**config.mk**
```make
export PLATFORM = sky130hd
export DESIGN_NAME = inv_mixcol_seq
export DESIGN_NICKNAME = d
export VERILOG_FILES = /design/src/rtl/aes_pkg.sv /design/src/rtl/inv_mixcol_col.sv /design/src/rtl/inv_mixcol_seq.sv
export SDC_FILE = /design/constraint.sdc
export NUM_CORES = 1
export LEC_CHECK = 0
export ABC_AREA = 1
export CAP_MARGIN = 25
export CORE_ASPECT_RATIO = 2
export CORE_UTILIZATION = 45
export CTS_BUF_LIST = sky130_fd_sc_hd__clkbuf_4 sky130_fd_sc_hd__clkbuf_8
export CTS_CLUSTER_DIAMETER = 40
export DETAILED_ROUTE_END_ITERATION = 10
export MAX_ROUTING_LAYER = met4
export PLACE_DENSITY = 0.79
export SLEW_MARGIN = 30
export SYNTH_ARGS = -nofsm -noshare
export SYNTH_HDL_FRONTEND = slang
export SYNTH_SLANG_ARGS = --single-unit
```
**constraint.sdc**
```tcl
create_clock -name clk -period 3 [get_ports clk]
set_input_delay 0.45 -clock clk [delete_from_list [all_inputs] [get_ports clk]]
set_output_delay 0.45 -clock clk [all_outputs]
set_load 0.01 [all_outputs]
```
**src/rtl/aes_pkg.sv**
```systemverilog
// Shared AES definitions: state/column geometry, FSM state encoding and the
// GF(2^8) xtime primitive used by the column transforms.
package aes_pkg;

    localparam int AES_STATE_W  = 128;
    localparam int AES_COL_W    = 32;
    localparam int AES_NUM_COLS = 4;

    typedef enum logic [1:0] {
        ST_IDLE = 2'd0,
        ST_BUSY = 2'd1,
        ST_DONE = 2'd2
    } aes_state_e;

    // Multiply by x (0x02) in GF(2^8), reduced modulo x^8+x^4+x^3+x+1 (0x11B).
    function automatic logic [7:0] xtime(input logic [7:0] b);
        return {b[6:0], 1'b0} ^ (b[7] ? 8'h1b : 8'h00);
    endfunction

endpackage

```
**src/rtl/inv_mixcol_col.sv**
```systemverilog
// One-column (Inv)MixColumns, purely combinational.
// Every constant multiply is built from chained xtime (x2, x4, x8) terms:
//   9 = 8^1, 11 = 8^2^1, 13 = 8^4^1, 14 = 8^4^2.
// Optional build macro INV_MIXCOL_FWD_EN adds fwd_i, selecting forward
// MixColumns when high.
module inv_mixcol_col
    import aes_pkg::*;
(
`ifdef INV_MIXCOL_FWD_EN
    input  logic                 fwd_i,
`endif
    input  logic [AES_COL_W-1:0] col_i,
    output logic [AES_COL_W-1:0] col_o
);

    logic [7:0] a   [4];
    logic [7:0] x2  [4];
    logic [7:0] x4  [4];
    logic [7:0] x8  [4];
    logic [7:0] m9  [4];
    logic [7:0] m11 [4];
    logic [7:0] m13 [4];
    logic [7:0] m14 [4];
    logic [7:0] inv_b [4];

    // Byte i is a_i; a0 sits in the column MSB.
    for (genvar i = 0; i < 4; i++) begin : g_byte
        assign a[i]   = col_i[AES_COL_W-1-8*i -: 8];
        assign x2[i]  = xtime(a[i]);
        assign x4[i]  = xtime(x2[i]);
        assign x8[i]  = xtime(x4[i]);
        assign m9[i]  = x8[i] ^ a[i];
        assign m11[i] = x8[i] ^ x2[i] ^ a[i];
        assign m13[i] = x8[i] ^ x4[i] ^ a[i];
        assign m14[i] = x8[i] ^ x4[i] ^ x2[i];

        // b_i = 14 a_i ^ 11 a_(i+1) ^ 13 a_(i+2) ^ 9 a_(i+3), indices mod 4.
        assign inv_b[i] = m14[i] ^ m11[(i+1)%4] ^ m13[(i+2)%4] ^ m9[(i+3)%4];

`ifdef INV_MIXCOL_FWD_EN
        // b_i = 2 a_i ^ 3 a_(i+1) ^ a_(i+2) ^ a_(i+3), indices mod 4.
        logic [7:0] fwd_b;
        assign fwd_b = x2[i] ^ (x2[(i+1)%4] ^ a[(i+1)%4]) ^ a[(i+2)%4] ^ a[(i+3)%4];
        assign col_o[AES_COL_W-1-8*i -: 8] = fwd_i ? fwd_b : inv_b[i];
`else
        assign col_o[AES_COL_W-1-8*i -: 8] = inv_b[i];
`endif
    end

endmodule

```
**src/rtl/inv_mixcol_seq.sv**
```systemverilog
// Sequential InvMixColumns over a 128-bit AES state, one column per clock.
// Accept in IDLE, four BUSY cycles (columns 0..3), then hold the result in
// DONE until the sink takes it. abort returns to IDLE from any state.
// Optional build macro INV_MIXCOL_FWD_EN adds the fwd input; the value sampled
// at accept selects forward MixColumns for that operation.
module inv_mixcol_seq
    import aes_pkg::*;
#(
    parameter int NUM_COLS = AES_NUM_COLS  // only 4 is supported
) (
    input  logic                   clk,
    input  logic                   rst_n,
    input  logic                   in_valid,
    output logic                   in_ready,
    input  logic [AES_STATE_W-1:0] in_data,
`ifdef INV_MIXCOL_FWD_EN
    input  logic                   fwd,
`endif
    input  logic                   abort,
    output logic                   out_valid,
    input  logic                   out_ready,
    output logic [AES_STATE_W-1:0] out_data,
    output logic                   busy
);

    typedef logic [NUM_COLS-1:0][AES_COL_W-1:0] work_t;

    aes_state_e     state_q, state_d;
    logic [1:0]     col_cnt_q, col_cnt_d;
    work_t          work_q, work_d;
    logic [1:0]     col_idx;
    logic [AES_COL_W-1:0] col_in, col_out;
`ifdef INV_MIXCOL_FWD_EN
    logic           mode_q, mode_d;
`endif

    // Column c lives in the packed slot NUM_COLS-1-c, which for a 2-bit
    // counter is simply its bitwise complement.
    assign col_idx = ~col_cnt_q;
    assign col_in  = work_q[col_idx];

    inv_mixcol_col u_col (
`ifdef INV_MIXCOL_FWD_EN
        .fwd_i (mode_q),
`endif
        .col_i (col_in),
        .col_o (col_out)
    );

    // Registered-state decodes, so the handshake outputs are glitch-free.
    assign in_ready  = (state_q == ST_IDLE);
    assign out_valid = (state_q == ST_DONE);
    assign busy      = (state_q == ST_BUSY);
    assign out_data  = work_q;

    // Next-state and datapath update; abort outranks accept and handshake.
    always_comb begin
        // NOTE: every target gets a default first so no path leaves one unassigned (no latches).
        state_d   = state_q;
        col_cnt_d = col_cnt_q;
        work_d    = work_q;
`ifdef INV_MIXCOL_FWD_EN
        mode_d    = mode_q;
`endif
        if (abort) begin
            state_d   = ST_IDLE;
            col_cnt_d = 2'd0;
            work_d    = '0;
`ifdef INV_MIXCOL_FWD_EN
            mode_d    = 1'b0;
`endif
        end else begin
            case (state_q)
                ST_IDLE: begin
                    if (in_valid) begin
                        work_d    = in_data;
                        col_cnt_d = 2'd0;
                        state_d   = ST_BUSY;
`ifdef INV_MIXCOL_FWD_EN
                        mode_d    = fwd;
`endif
                    end
                end
                ST_BUSY: begin
                    work_d[col_idx] = col_out;
                    col_cnt_d       = col_cnt_q + 2'd1;
                    if (col_cnt_q == 2'd3) begin
                        state_d = ST_DONE;
                    end
                end
                ST_DONE: begin
                    if (out_ready) begin
                        state_d = ST_IDLE;
                    end
                end
                default: state_d = ST_IDLE;
            endcase
        end
    end

    // State, counter and work register.
    always_ff @(posedge clk or negedge rst_n) begin
        if (!rst_n) begin
            state_q   <= ST_IDLE;
            col_cnt_q <= 2'd0;
            // NOTE: the work register is reset too, so out_data reads 0 during reset.
            work_q    <= '0;
`ifdef INV_MIXCOL_FWD_EN
            mode_q    <= 1'b0;
`endif
        end else begin
            // NOTE: non-blocking assignments so all registers update from pre-edge values.
            state_q   <= state_d;
            col_cnt_q <= col_cnt_d;
            work_q    <= work_d;
`ifdef INV_MIXCOL_FWD_EN
            mode_q    <= mode_d;
`endif
        end
    end

endmodule
```
# [Word level (Yosys, flattened, before mapping)]
# Cells that the tools add are included.
# W data, S select, Z words.
[word_totals] ff_bits=132 input_bits=133 out_inout_bits=131 word_cells=97
[classes] n_addsub=1 order_cmp=2 n_eq_ne=6 n_mux=28 n_bitwise=49 reduce_logical=5
[ops] operator="$xor A8 B8 Y8" count=48
[ops] operator="$mux W128" count=2
[ops] operator="$pmux W128 S2" count=1
[ops] operator="$bwmux W128" count=1
[ops] operator="$bmux W32 S2" count=1
[ops] operator="$demux W32 S2" count=1
[ops] operator="$mux W32" count=2
[ops] operator="$mux W5" count=12
[ops] operator="$mux W2" count=6
[ops] operator="$ne A3 B2 Y1 const B" count=3
[ops] operator="$pmux W2 S3" count=1
[ops] operator="$eq A2 B2 Y1 const B" count=2
[ops] operator="$pmux W2 S2" count=1
[ops] operator="$lt A2 B3 Y1 const B" count=1
[ops] operator="$reduce_and A3 Y1" count=1
[ops] operator="$reduce_bool A3 Y1" count=1
[ops] operator="$add A2 B1 Y2 const B" count=1
[ops] operator="$eq A2 B1 Y1 const B" count=1
[ops] operator="$ge A2 B1 Y1 const B" count=1
[ops] operator="$logic_not A2 Y1" count=1
[ops] operator="$not A2 Y2" count=1
[ops] operator="$reduce_and A2 Y1" count=1
[ops] operator="$logic_and A1 B1 Y1" count=1

# [Depth between registers and ports, before layout]
# Gate-level depths: netlist (run 1).
[logic_depth] depth_word=17 mapped_depth=24 depth_no_buf=21

# [Modules after synthesis]
# From an unflattened synthesis (run 1), not the netlist that was laid out.
[unflattened] hier_cells=1977 hier_area_um2=12052.8
[modules_own_cells] module="inv_mixcol_seq" n_inst=1 cells_each=1213 area_each_um2=8000.2 seq_area_each_um2=3303.2
[modules_own_cells] module="inv_mixcol_col" n_inst=1 cells_each=764 area_each_um2=4052.6 seq_area_each_um2=0.0

# [Worst setup path after synthesis (run 1)]
# Ideal clock, no wire load.
[synth_path] path_type="flip-flop to flip-flop" start="register col_cnt_q[0]" end="register work_q, in the netlist out_data[30]" setup_time_ps=117 arrival_time_ps=2114 required_ps=2883 setup_slack_ps=769 stages_incl_launch_ff=23 path_buffers=3 synth_period_minus_slack_ps=2231 path_cell_list="dfrtp_1 buf_6 inv_6 buf_6 nand2_2 nand3_2 nand2_2 buf_6 inv_2 nand2_1 nand2_1 nand2_1 nand2_1 inv_2 nand2_1 nand2_1 nand2_1 nand2_1 or2_1 nand3_1 nand2_1 nand2_1 nand2_1"
[synth_via] elab_chain_cells=15 elab_cells_between_ends=37 classes_between="order compare: 2; mux: 11; bitwise: 23; reduce/logical: 1"
[synth_lines] item="from (decl)" line_no="inv_mixcol_seq.sv:29" rtl="logic [1:0] col_cnt_q, col_cnt_d;"
[synth_lines] item="from (signal assigned)" line_no="inv_mixcol_seq.sv:114" rtl="col_cnt_q <= col_cnt_d;"
[synth_lines] item="$not A2 Y2 (*)" line_no="inv_mixcol_seq.sv:39" rtl="assign col_idx = ~col_cnt_q;"
[synth_lines] item="$bmux W32 S2" line_no="inv_mixcol_seq.sv:40" rtl="assign col_in = work_q[col_idx];"
[synth_lines] item="$mux W32 (implied by the code)" line_no="inv_mixcol_seq.sv:40"
[synth_lines] item="$mux W5" line_no="aes_pkg.sv:17" rtl="return {b[6:0], 1'b0} ^ (b[7] ? 8'h1b : 8'h00);"
[synth_lines] item="$xor A8 B8 Y8 (3 in series)" line_no="aes_pkg.sv:17"
[synth_lines] item="$xor A8 B8 Y8, on equally long branches (2 in series)" line_no="inv_mixcol_col.sv:35, inv_mixcol_col.sv:33"
[synth_lines] item="$xor A8 B8 Y8 (3 in series)" line_no="inv_mixcol_col.sv:38" rtl="assign inv_b[i] = m14[i] ^ m11[(i+1)%4] ^ m13[(i+2)%4] ^ m9[(i+3)%4];"
[synth_lines] item="$bwmux W128 (*)" line_no="inv_mixcol_seq.sv:85" rtl="work_d[col_idx] = col_out;"
[synth_lines] item="$pmux W128 S2 (*)" line_no="inv_mixcol_seq.sv:73" rtl="case (state_q)"
[synth_lines] item="$mux W128 (*)" line_no="inv_mixcol_seq.sv:65" rtl="if (abort) begin"
[synth_lines] item="to (signal assigned)" line_no="inv_mixcol_seq.sv:115" rtl="work_q <= work_d;"
[synth_lines] item="to (decl)" line_no="inv_mixcol_seq.sv:30" rtl="work_t work_q, work_d;"
# Every way passes the cells marked *; elsewhere a longest branch is shown, timed or not. The select of a mux whose other input is x is not followed.
# A chain may end at the register's enable or synchronous reset.

# [Worst setup path in the final report (run 1)]
[layout_path] start="register col_cnt_q[0]" end="register work_q, in the netlist out_data[119]"
[layout_via] elab_chain_cells=14 elab_cells_between_ends=33 classes_between="order compare: 2; mux: 7; bitwise: 23; reduce/logical: 1"
[layout_lines] item="$not A2 Y2 (*)" line_no="inv_mixcol_seq.sv:39"
[layout_lines] item="$bmux W32 S2" line_no="inv_mixcol_seq.sv:40"
[layout_lines] item="$mux W32 (implied by the code)" line_no="inv_mixcol_seq.sv:40"
[layout_lines] item="$xor A8 B8 Y8 (3 in series)" line_no="aes_pkg.sv:17"
[layout_lines] item="$xor A8 B8 Y8, on equally long branches (2 in series)" line_no="inv_mixcol_col.sv:35, inv_mixcol_col.sv:33"
[layout_lines] item="$xor A8 B8 Y8 (3 in series)" line_no="inv_mixcol_col.sv:38"
[layout_lines] item="$bwmux W128 (*)" line_no="inv_mixcol_seq.sv:85"
[layout_lines] item="$pmux W128 S2 (*)" line_no="inv_mixcol_seq.sv:73"
[layout_lines] item="$mux W128 (*)" line_no="inv_mixcol_seq.sv:65"
# Marked as above.

==> reports/qor.csv, run 1 <==
metric;value;unit
Port Buffer Count;263;
I/O pins;264;
Post-DRT Antenna Nets;0;
critical path's top delay family;XOR/XNOR gates;
clk sink count;132;
CTS buffer count;17;
ys async rst share;100;%
Die W;118;um
post-synth top area cell;nand2_1;
Worst setup EP type;register;
routed vias/inst;5.46;
Fillers;2522;
NumNets Final;2535;
Final Hold Viols;0;
core area;0.0263;mm^2
buffer and inverter count on the worst path;3;
fin crit period;2.88;ns
xor and xnor area share after synthesis;9.45;%
first-pass GRT wire length;83.8;mm
RePlAce Congestion;1.06;
R2R depth;14;
Slew Viols, Final;0;
Post-synth EDFFs;0;
Clock Latency Late Sink;0.50;ns
final setup fails;0;
Arrival @ worst endpoint;3.28;ns
RSZ-0062 raised after global routing;true;
Util after Layout;62.3;%
Vias;15100;
number of synthesized register bits;132;
maxcap violations;0;
Hold Path Class;in2async;
synth cell count leaders;1284 x nand2_1, 250 x nand3_1, 132 x dfrtp_1, 67 x xor2_1, 65 x inv_1;
outcome;completed;
vias in the first global route;14600;
slowest CP cell;dfrtp_2;
net count after synthesis;2207;
multiplexer share of the synthesized area;0;%
drt pass-1 iters;6;
area of the die;0.0274;mm^2
Worst Tran Pin Value;0.631;ns
mean post-synth cell area;5.80;um^2
share of layout cells above drive strength 1;11.6;%
worst-case clock buffer depth;2;
Post-Synth Adder-Cell Area;0.417;%
ys flop type;dfrtp_1;
sequential area share after synthesis;27.5;%
drt wl/cell;20.8;um
most frequent cell after synthesis;nand2_1;
row cnt;84;
Placed Area;0.0157;mm^2
number of remaining DRC errors;0;
TritonCTS clock tree;done;
Max Clock Skew;0.0162;ns
post-route cell area;0.0164;mm^2
worst setup margin;0.117;ns
CP max FO;26;
Tcrit/Tclk final;96.1;%
H-tree levels;4;
Synth Instances;2070;
initial core utilization;45.7;%
top cells by area, synth;nand2_1 40%, dfrtp_1 28%, nand3_1 10%, xor2_1 4.9%, xnor2_1 2.8%;
Area Overhead vs Synth;36.2;%
drt total wl;57.3;mm
largest net degree at the start of global routing;132;
pre-CTS setup slack;0.0439;ns
Root Buffer Master;clkbuf_8;
DR iter-0 viols;1274;
initial antenna violation count;1;
Die H;233;um
simple-gate portion of the synthesized area;55.5;%
compound-gate portion of the synthesized area;1.01;%
Total Routing Usage GR;42.7;%
Fmax achieved;347;MHz
Reg clk slew, reported paths;0.09;ns
placed wire-length estimate;44.5;mm
Critical Path Max Stage Delay;0.47;ns
Levels on crit path;14;
Mapped Area;0.0120;mm^2
Crit Path Class;reg2reg;
main combinational cell family by area after synthesis;simple AND/OR/NAND/NOR gates;
Slew headroom;57.9;%
Critical Path RT;3.40;ns
Critical Path, Cell by Cell;buf_4 > buf_12 > nand2_1 > nand3_1 > nand2_4 > buf_4 > xnor2_2 > xor2_2 > xor2_1 > nand2_1 > nand3_1 > nand2_1 > nand2_1 > nand2_1;
Yosys cell types;30;
Critical Path Start Type;register;
GRT overflow;0;
top cell type's share of synthesized area;40.1;%
WHS;0.507;ns
cell repeated most along the worst path;nand2_1;
Synth Warn #;0;
## path summary, 6_finish.rpt
path | from | endpoint | slack [ns]
min in group clk | out_data[84] | out_data[84] | 0.52
hold reg to reg | out_data[84] | out_data[84] | 0.52
setup reg to reg | col_cnt_q[0] | out_data[119] | 0.12
hold / removal | rst_n | out_data[58] | 0.51
max in group asynchronous | rst_n | col_cnt_q[1] | 1.67
setup / recovery | col_cnt_q[0] | out_data[119] | 0.12
## kinds of logic after synthesis
family,after synthesis
flip-flops,132
AND/OR/NAND/NOR,1628
adder cells (fa/ha/maj),4
XOR/XNOR,118
AO/OA/AOI/OAI,21
buffers and inverters,167
## sequential cells by signal, summed over array words and instances (netlist names)
register	flops
out_data	128
col_cnt_q	2
state_q	2
## cell type report
cell class / count / area, um^2 / area share, %
Antenna cell: 2 / 5.00 / 0.0306
Clock buffer: 18 / 241 / 1.48
Clock inverter: 14 / 144 / 0.880
Inverter: 91 / 353 / 2.16
Multi-Input combinational cell: 1771 / 8190 / 50.0
Sequential cell: 132 / 3310 / 20.2
Tap cell: 344 / 430 / 2.63
Timing Repair Buffer: 385 / 3690 / 22.6
## through the flow
step,cells,setup TNS [ns]
2_1_floorplan,2070,0
3_3_place_gp,2720,0
3_5_place_dp,2720,0
4_1_cts,2753,0
5_1_grt,2756,-0.0440
6_report,2757,0
## per-layer routing
metal | part of all wire, % | vias to the layer above | global-route usage [%]
li1 | - | 7047 | -
met1 | 34 | 6878 | 43.7
met2 | 50 | 835 | 72.5
met3 | 7.7 | 291 | 6.45
met4 | 8.8 | 0 | 35.0
met5 | 0 | - | -
## placed cells by master, fill, tap and decap left out, types with 13 or more instances in the layout
| cell | count |
|---|---|
| nor2_1 | 15 |
| inv_2 | 22 |
| o21ai_0 | 13 |
| xnor2_1 | 38 |
| nand2_2 | 49 |
| nand2_4 | 13 |
| clkbuf_8 | 17 |
| buf_4 | 111 |
| clkdlybuf4s50_1 | 262 |
| dfrtp_1 | 130 |
| inv_1 | 64 |
| nand2_1 | 1272 |
| nand3_1 | 246 |
| xor2_1 | 61 |
## repair_timing
| item | CTS | global route |
|---|---|---|
| endpoints found under the hold margin | 39 | 0 |
| setup endpoints to repair | 0 | 82 |
| buffers inserted | 0 | 1 |
| hold buffers | 1 | 0 |
| resized for setup | 0 | 37 |
Power of run 1 is not shown: default switching activity piles up to over one toggle a cycle in this logic, so the estimate is an artifact.
==> inputs of run 2 (changes only) <==
--- a/config.mk
+++ b/config.mk
@@ -5,15 +5,13 @@
 export SDC_FILE = /design/constraint.sdc
 export NUM_CORES = 1
 export LEC_CHECK = 0
-export ABC_AREA = 1
 export CAP_MARGIN = 25
 export CORE_ASPECT_RATIO = 2
 export CORE_UTILIZATION = 45
 export CTS_BUF_LIST = sky130_fd_sc_hd__clkbuf_4 sky130_fd_sc_hd__clkbuf_8
 export CTS_CLUSTER_DIAMETER = 40
 export DETAILED_ROUTE_END_ITERATION = 10
-export MAX_ROUTING_LAYER = met4
-export PLACE_DENSITY = 0.79
+export PLACE_DENSITY = 0.84
 export SLEW_MARGIN = 30
 export SYNTH_ARGS = -nofsm -noshare
 export SYNTH_HDL_FRONTEND = slang
==> reports/qor.csv, run 2 <==
metric;value;unit;change
drt wl/cell;26.4;um;+27%
number of synthesized register bits;132;;unchanged
initial antenna violation count;1;;unchanged
H-tree levels;4;;unchanged
Post-DRT Antenna Nets;0;;unchanged
I/O pins;264;;unchanged
worst-case clock buffer depth;2;;unchanged
Critical Path Start Type;register;;
CP Capture Point;out_data[75];;
Arrival @ worst endpoint;3.48;ns;+0.20 ns
largest net degree at the start of global routing;105;;-20%
Worst Tran Pin Value;0.830;ns;+0.199 ns
RePlAce Congestion;0.998;;-6.1%
Fmax achieved;317;MHz;-8.7%
Critical Path, Cell by Cell;buf_12 > clkbuf_16 > mux4_2 > xnor2_4 > xnor3_2 > xnor3_1 > xnor2_2 > o21ai_1;;
top cells by area, synth;dfrtp_1 38%, xnor3_1 8.9%, a22oi_1 8.8%, xnor2_1 8.7%, mux4_2 8.4%;;
NumNets Final;1232;;-51%
drt pass-1 iters;5;;-1
commonest cells after routing, fill and taps aside;262 x clkdlybuf4s50_1, 131 x dfrtp_1, 118 x buf_4;;
row cnt;71;;-15%
CTS hold repair buffers;0;;-1
Reg clk slew, reported paths;0.09;ns;about the same
drt total wl;36.1;mm;-37%
routed vias/inst;6.14;;+12%
Slew headroom;44.7;%;-13 points
GRT overflow;0;;unchanged
initial core utilization;46.0;%;+0.25 points
Synth Warn #;0;;unchanged
worst setup margin;-0.157;ns;-0.274 ns
final setup fails;33;;+33
Port Buffer Count;263;;unchanged
share of layout cells above drive strength 1;26.7;%;+15 points
pre-CTS setup slack;-0.0838;ns;-0.128 ns
core area;0.0187;mm^2;-29%
synth cell count leaders;132 x dfrtp_1, 101 x a22oi_1, 86 x xnor2_1, 77 x o21ai_0, 41 x o21ai_1;;
RSZ-0062 raised after global routing;true;;
Critical Path RT;3.32;ns;-0.08 ns
Critical Path Start;col_cnt_q[0];;
top cell type's share of synthesized area;38.3;%;-1.8 points
number of remaining DRC errors;0;;unchanged
R2R depth;8;;-6
Die H;198;um;-15%
Mapped Area;0.00861;mm^2;-28%
Synth Instances;728;;-65%
mean post-synth cell area;11.8;um^2;+100%
Tcrit/Tclk final;105;%;+9.1 points
Total Routing Usage GR;34.8;%;-7.9 points
sequential area share after synthesis;38.3;%;+11 points
CP max FO;6;;-77%
Clock Latency Late Sink;0.47;ns;-0.03 ns
ys async rst share;100;%;unchanged
Yosys cell types;33;;+10%
Root Buffer Master;clkbuf_8;;
Worst setup EP type;register;;
Hold Path Class;in2async;;
terminus of the critical flop-to-flop path;out_data[75];;
fin crit period;3.16;ns;+0.274 ns
Setup TNS;-1.95;ns;-1.95 ns
max reg flops;128;;unchanged
clk sink count;132;;unchanged
r2r setup slk;-0.16;ns;-0.27 ns
area of the die;0.0197;mm^2;-28%
vias in the first global route;8510;;-42%
Slew Viols, Final;0;;unchanged
ys flop type;dfrtp_1;;
DR iter-0 viols;800;;-37%
PD cells;1530;mW/mm^2;
post-synth top area cell;dfrtp_1;;
Final Hold Viols;0;;unchanged
commonest non-fill, non-tap cell in the layout;clkdlybuf4s50_1;;
Die W;99.8;um;-15%
placed wire-length estimate;25.2;mm;-43%
first-pass GRT wire length;49.6;mm;-41%
failing checks;setup timing;;
Area Overhead vs Synth;56.8;%;
Max VDD drop;0.00109;V;
Leakage;0.00572;uW;
Crit Path Class;reg2reg;;
most frequent cell after synthesis;dfrtp_1;;
slowest CP cell;mux4_2;;
outcome;complete, but fails checks;;
Post-synth EDFFs;0;;unchanged
Max Clock Skew;0.0179;ns;+0.00167 ns
net count after synthesis;865;;-61%
TritonCTS clock tree;done;;
Critical Path Max Stage Delay;0.65;ns;+0.18 ns
maxcap violations;0;;unchanged
reg2reg start;col_cnt_q[0];;
CTS buffer count;17;;unchanged
Vias;8370;;-44%
run 2: cell count changes in the layout (fill, tap and decap cells not counted), sizes merged, moves of 10 or more:
cell / change
nand2: -1305
mux4: +32
a2bb2oi: +10
xnor2: +51
buf: +21
xor2: -35
a22oi: +101
xnor3: +37
or2: -11
nand3: -254
a211oi: +10
o21ai: +104
inv: -89
a22o: +18
run 2: how the worst min path moves through the flow:
stage / start / to / slack, ns / cells after the start
floorplan: rst_n / col_cnt_q[0] / 0.15 / 0
global placement: out_data[78] / out_data[78] / 0.51 / 2
detailed placement: out_data[55] / out_data[55] / 0.52 / 1
CTS: rst_n / out_data[77] / 0.13 / 1
global route: rst_n / out_data[45] / 0.13 / 1
finish: rst_n / out_data[13] / 0.06 / 1
run 2: critical path: cells and delay by family, from the launching register on:
family / cells / cell delay (ns)
AO/OA/AOI/OAI: 1 / 0.13
XOR/XNOR: 4 / 1.48
buffers and inverters: 2 / 0.30
flip-flops: 1 / 0.44
multiplexers: 1 / 0.65
run 2: layout make-up:
type | count | area (um^2)
fill | 1198 | 5230
sequential | 132 | 3300
timing repair buffer | 407 | 3950
tap | 255 | 319
clock inverter | 14 | 198
clock buffer | 18 | 248
multi-input combinational | 534 | 5480
antenna | 1 | 2.50
inverter | 3 | 11.3
run 2: logic make-up (layout without fill, tap and decap cells):
group                    after synthesis  after routing  synth area share (%)
AO/OA/AOI/OAI                        264            264                  19.8
XOR/XNOR                             176            176                  26.6
AND/OR/NAND/NOR                       58             58                  2.73
adder cells (fa/ha/maj)                4              4                 0.581
flip-flops                           132            132                  38.3
multiplexers                          32             32                  8.37
buffers and inverters                 62            442                  3.50
other                                  0              1                     0
run 2: where the power goes:
part           leakage (uW)  switching [uW]  internal, uW  total (uW)
sequential          0.00178             288          2070        2360
combinational       0.00372            8050          8490       16500
clock              0.000220             804           937        1740
total               0.00572            9140         11500       20600
run 2: per-stage QoR:
stage               cell area, um^2  hold slack, ns  total power, uW  utilization (%)  cells
finish                        13500          0.0640            20600             72.1   1364
global route                  13500           0.127            21300             72.1   1364
CTS                           12800           0.128            18200             68.1   1327
detailed placement            12100           0.520            15800             64.4   1282
global placement              12100           0.512            15600             64.4   1282
floorplan                      8610           0.154            10300                -    728
run 2: timing repair:
action,CTS,global route
cloned,0,3
gates resized for setup,19,78
setup endpoints to repair,52,98
buffers inserted,13,32
pin swaps,8,39
run 2: per-layer routing:
| metal | vias up | track usage, % | share of wire, % |
|---|---|---|---|
| met5 | - | 0 | 0 |
| met3 | 212 | 6.33 | 8.0 |
| met2 | 639 | 60.8 | 52 |
| met4 | 0 | 28.3 | 10 |
| met1 | 4087 | 35.6 | 30 |
| li1 | 3432 | - | - |
Power figures use the tool's default switching activity.
==> inputs of run 3 (changes only) <==
--- a/config.mk
+++ b/config.mk
@@ -6,7 +6,7 @@
 export NUM_CORES = 1
 export LEC_CHECK = 0
 export CAP_MARGIN = 25
-export CORE_ASPECT_RATIO = 2
+export CORE_ASPECT_RATIO = 0.8
 export CORE_UTILIZATION = 45
 export CTS_BUF_LIST = sky130_fd_sc_hd__clkbuf_4 sky130_fd_sc_hd__clkbuf_8
 export CTS_CLUSTER_DIAMETER = 40
==> reports/qor.csv, run 3 (synthesis results as in run 2) <==
metric;value;unit;change
core area;0.0184;mm^2;-1.6%
Critical Path RT;3.40;ns;+0.08 ns
area of the die;0.0197;mm^2;-0.16%
initial core utilization;46.7;%;+0.75 points
GRT overflow;0;;unchanged
Crit Path Class;reg2reg;;
switching pwr;9730;uW;+6.4%
worst setup margin;-0.141;ns;+0.0169 ns
register share of total power;11.4;%;about the same
Leakage;0.00561;uW;-2.0%
row cnt;44;;-38%
CTS buffer count;17;;unchanged
Die W;157;um;+57%
clk sink count;132;;unchanged
slowest CP cell;mux4_2;;
DR iter-0 viols;1214;;+52%
Root Buffer Master;clkbuf_8;;
post-route cell area;0.0133;mm^2;-1.8%
final setup fails;47;;+42%
I/O pins;264;;unchanged
Tcrit/Tclk final;105;%;-0.56 points
Tot Pwr;21000;uW;+1.7%
share of layout cells above drive strength 1;25.5;%;-1.2 points
TritonCTS clock tree;done;;
vias in the first global route;8303;;-2.4%
cell repeated most along the worst path;xnor3_2;;
Worst setup EP type;register;;
Slew Viols, Final;0;;unchanged
Critical Path Max Stage Delay;0.60;ns;-0.05 ns
largest net degree at the start of global routing;71;;-32%
Cells after DPL;1266;;-1.2%
Worst Tran Pin Value;0.631;ns;-0.199 ns
Critical Path, Cell by Cell;buf_6 > mux4_2 > buf_12 > xnor3_2 > xor2_2 > buf_4 > xnor2_1 > xnor3_2 > o21ai_1;;
buffer and inverter count on the worst path;3;;+1
sw frac;46.3;%;+2.0 points
CP max FO;8;;+2
placed wire-length estimate;24.5;mm;-3.0%
first-pass GRT wire length;51.2;mm;+3.3%
RSZ-0062 raised after global routing;true;;
H-tree levels;4;;unchanged
Slew headroom;57.8;%;+13 points
Vias;8695;;+3.9%
Fmax achieved;318;MHz;+0.54%
Reg clk slew, reported paths;0.09;ns;about the same
Arrival @ worst endpoint;3.54;ns;+0.06 ns
Critical Path Start Type;register;;
commonest cells after routing, fill and taps aside;262 x clkdlybuf4s50_1, 131 x dfrtp_1, 104 x buf_4;;
failing checks;setup timing;;
WHS;0.459;ns;+0.395 ns
drt pass-1 iters;6;;+1
Final Hold Viols;0;;unchanged
Port Buffer Count;263;;unchanged
NumNets Final;1214;;-1.5%
combinational fraction of design power;80.4;%;+0.3 points
maxcap violations;0;;unchanged
Layout Cells excl Fill;1344;;-1.5%
initial antenna violation count;1;;unchanged
max reg flops;128;;unchanged
fin crit period;3.14;ns;-0.0169 ns
Internal;11300;uW;-2.0%
number of remaining DRC errors;0;;unchanged
drt wl/cell;28.1;um;+6.3%
RePlAce Congestion;0.950;;-4.9%
Max Clock Skew;0.0166;ns;-0.00126 ns
Placed Area;0.0120;mm^2;-0.69%
Post-DRT Antenna Nets;0;;unchanged
PD cells;1580;mW/mm^2;+3.6%
Clock Latency Late Sink;0.49;ns;+0.02 ns
worst-case clock buffer depth;2;;unchanged
commonest non-fill, non-tap cell in the layout;clkdlybuf4s50_1;;
Max VDD drop;0.00112;V;+2.6%
routed vias/inst;6.47;;+5.4%
critical path's top delay family;XOR/XNOR gates;;
Area Overhead vs Synth;54.0;%;
Hold Path Class;in2async;;
outcome;complete, but fails checks;;
Total Routing Usage GR;36.0;%;+1.2 points
drt total wl;37.8;mm;+4.7%
Die H;126;um;-36%
Clk pwr share;8.1;%;-0.3 points
-- run 3: changes by cell type in the layout (fill, tap and decap cells not counted), sizes merged --
cell,before,now
buf,142,126
clkbuf,21,20
dlygate4sd3,0,1
clkinvlp,2,1
bufinv,4,3
-- run 3: final cells by class --
cell class	instances	area (um^2)
fill	1100	5180
inverter	3	11.3
tap	253	317
clock buffer	20	269
sequential	132	3300
multi-input combinational	534	5440
clock inverter	12	168
antenna	1	2.50
timing repair buffer	389	3750
-- run 3: power by group through the flow --
stage	Clock, uW	Sequential (uW)	Combinational (uW)
finish	1710	2390	16900
global route	1780	2410	17300
CTS	1690	2370	14300
detailed placement	0	2390	13400
global placement	0	2400	13200
floorplan	0	2410	7870
-- run 3: path summary, 6_finish.rpt --
path / depth (start not counted) / endpoint / from / slack (ns)
max: 9 / out_data[52] / col_cnt_q[0] / -0.14
min: 2 / out_data[39] / rst_n / 0.46
max reg2reg: 9 / out_data[52] / col_cnt_q[0] / -0.14
min reg2reg: 1 / out_data[113] / out_data[113] / 0.54
max in group asynchronous: 3 / out_data[121] / rst_n / 1.77
min in group clk: 1 / out_data[113] / out_data[113] / 0.54
-- run 3: layer usage --
| metal | global-route usage (%) | vias up | part of all wire, % |
|---|---|---|---|
| li1 | - | 3399 | - |
| met5 | 0 | - | 0 |
| met2 | 53.6 | 865 | 45 |
| met1 | 48.7 | 4228 | 36 |
| met3 | 11.5 | 203 | 13 |
| met4 | 14.6 | 0 | 5.9 |
-- run 3: per-stage QoR --
stage	util [%]	setup WS, ns	setup TNS, ns
2_1_floorplan	-	0.0823	0
3_3_place_gp	65.0	-0.175	-1.44
3_5_place_dp	65.0	-0.139	-2.27
4_1_cts	68.8	-0.110	-1.46
5_1_grt	71.9	-0.230	-5.26
6_report	71.9	-0.141	-2.08
-- run 3: repair_timing --
action,4_1_cts,5_1_grt
gates resized for setup,22,67
buffers inserted,17,27
endpoints found under the setup margin,62,97
gates cloned,0,0
hold buffers,1,0
hold endpoints to repair,34,0
pin swaps,7,33
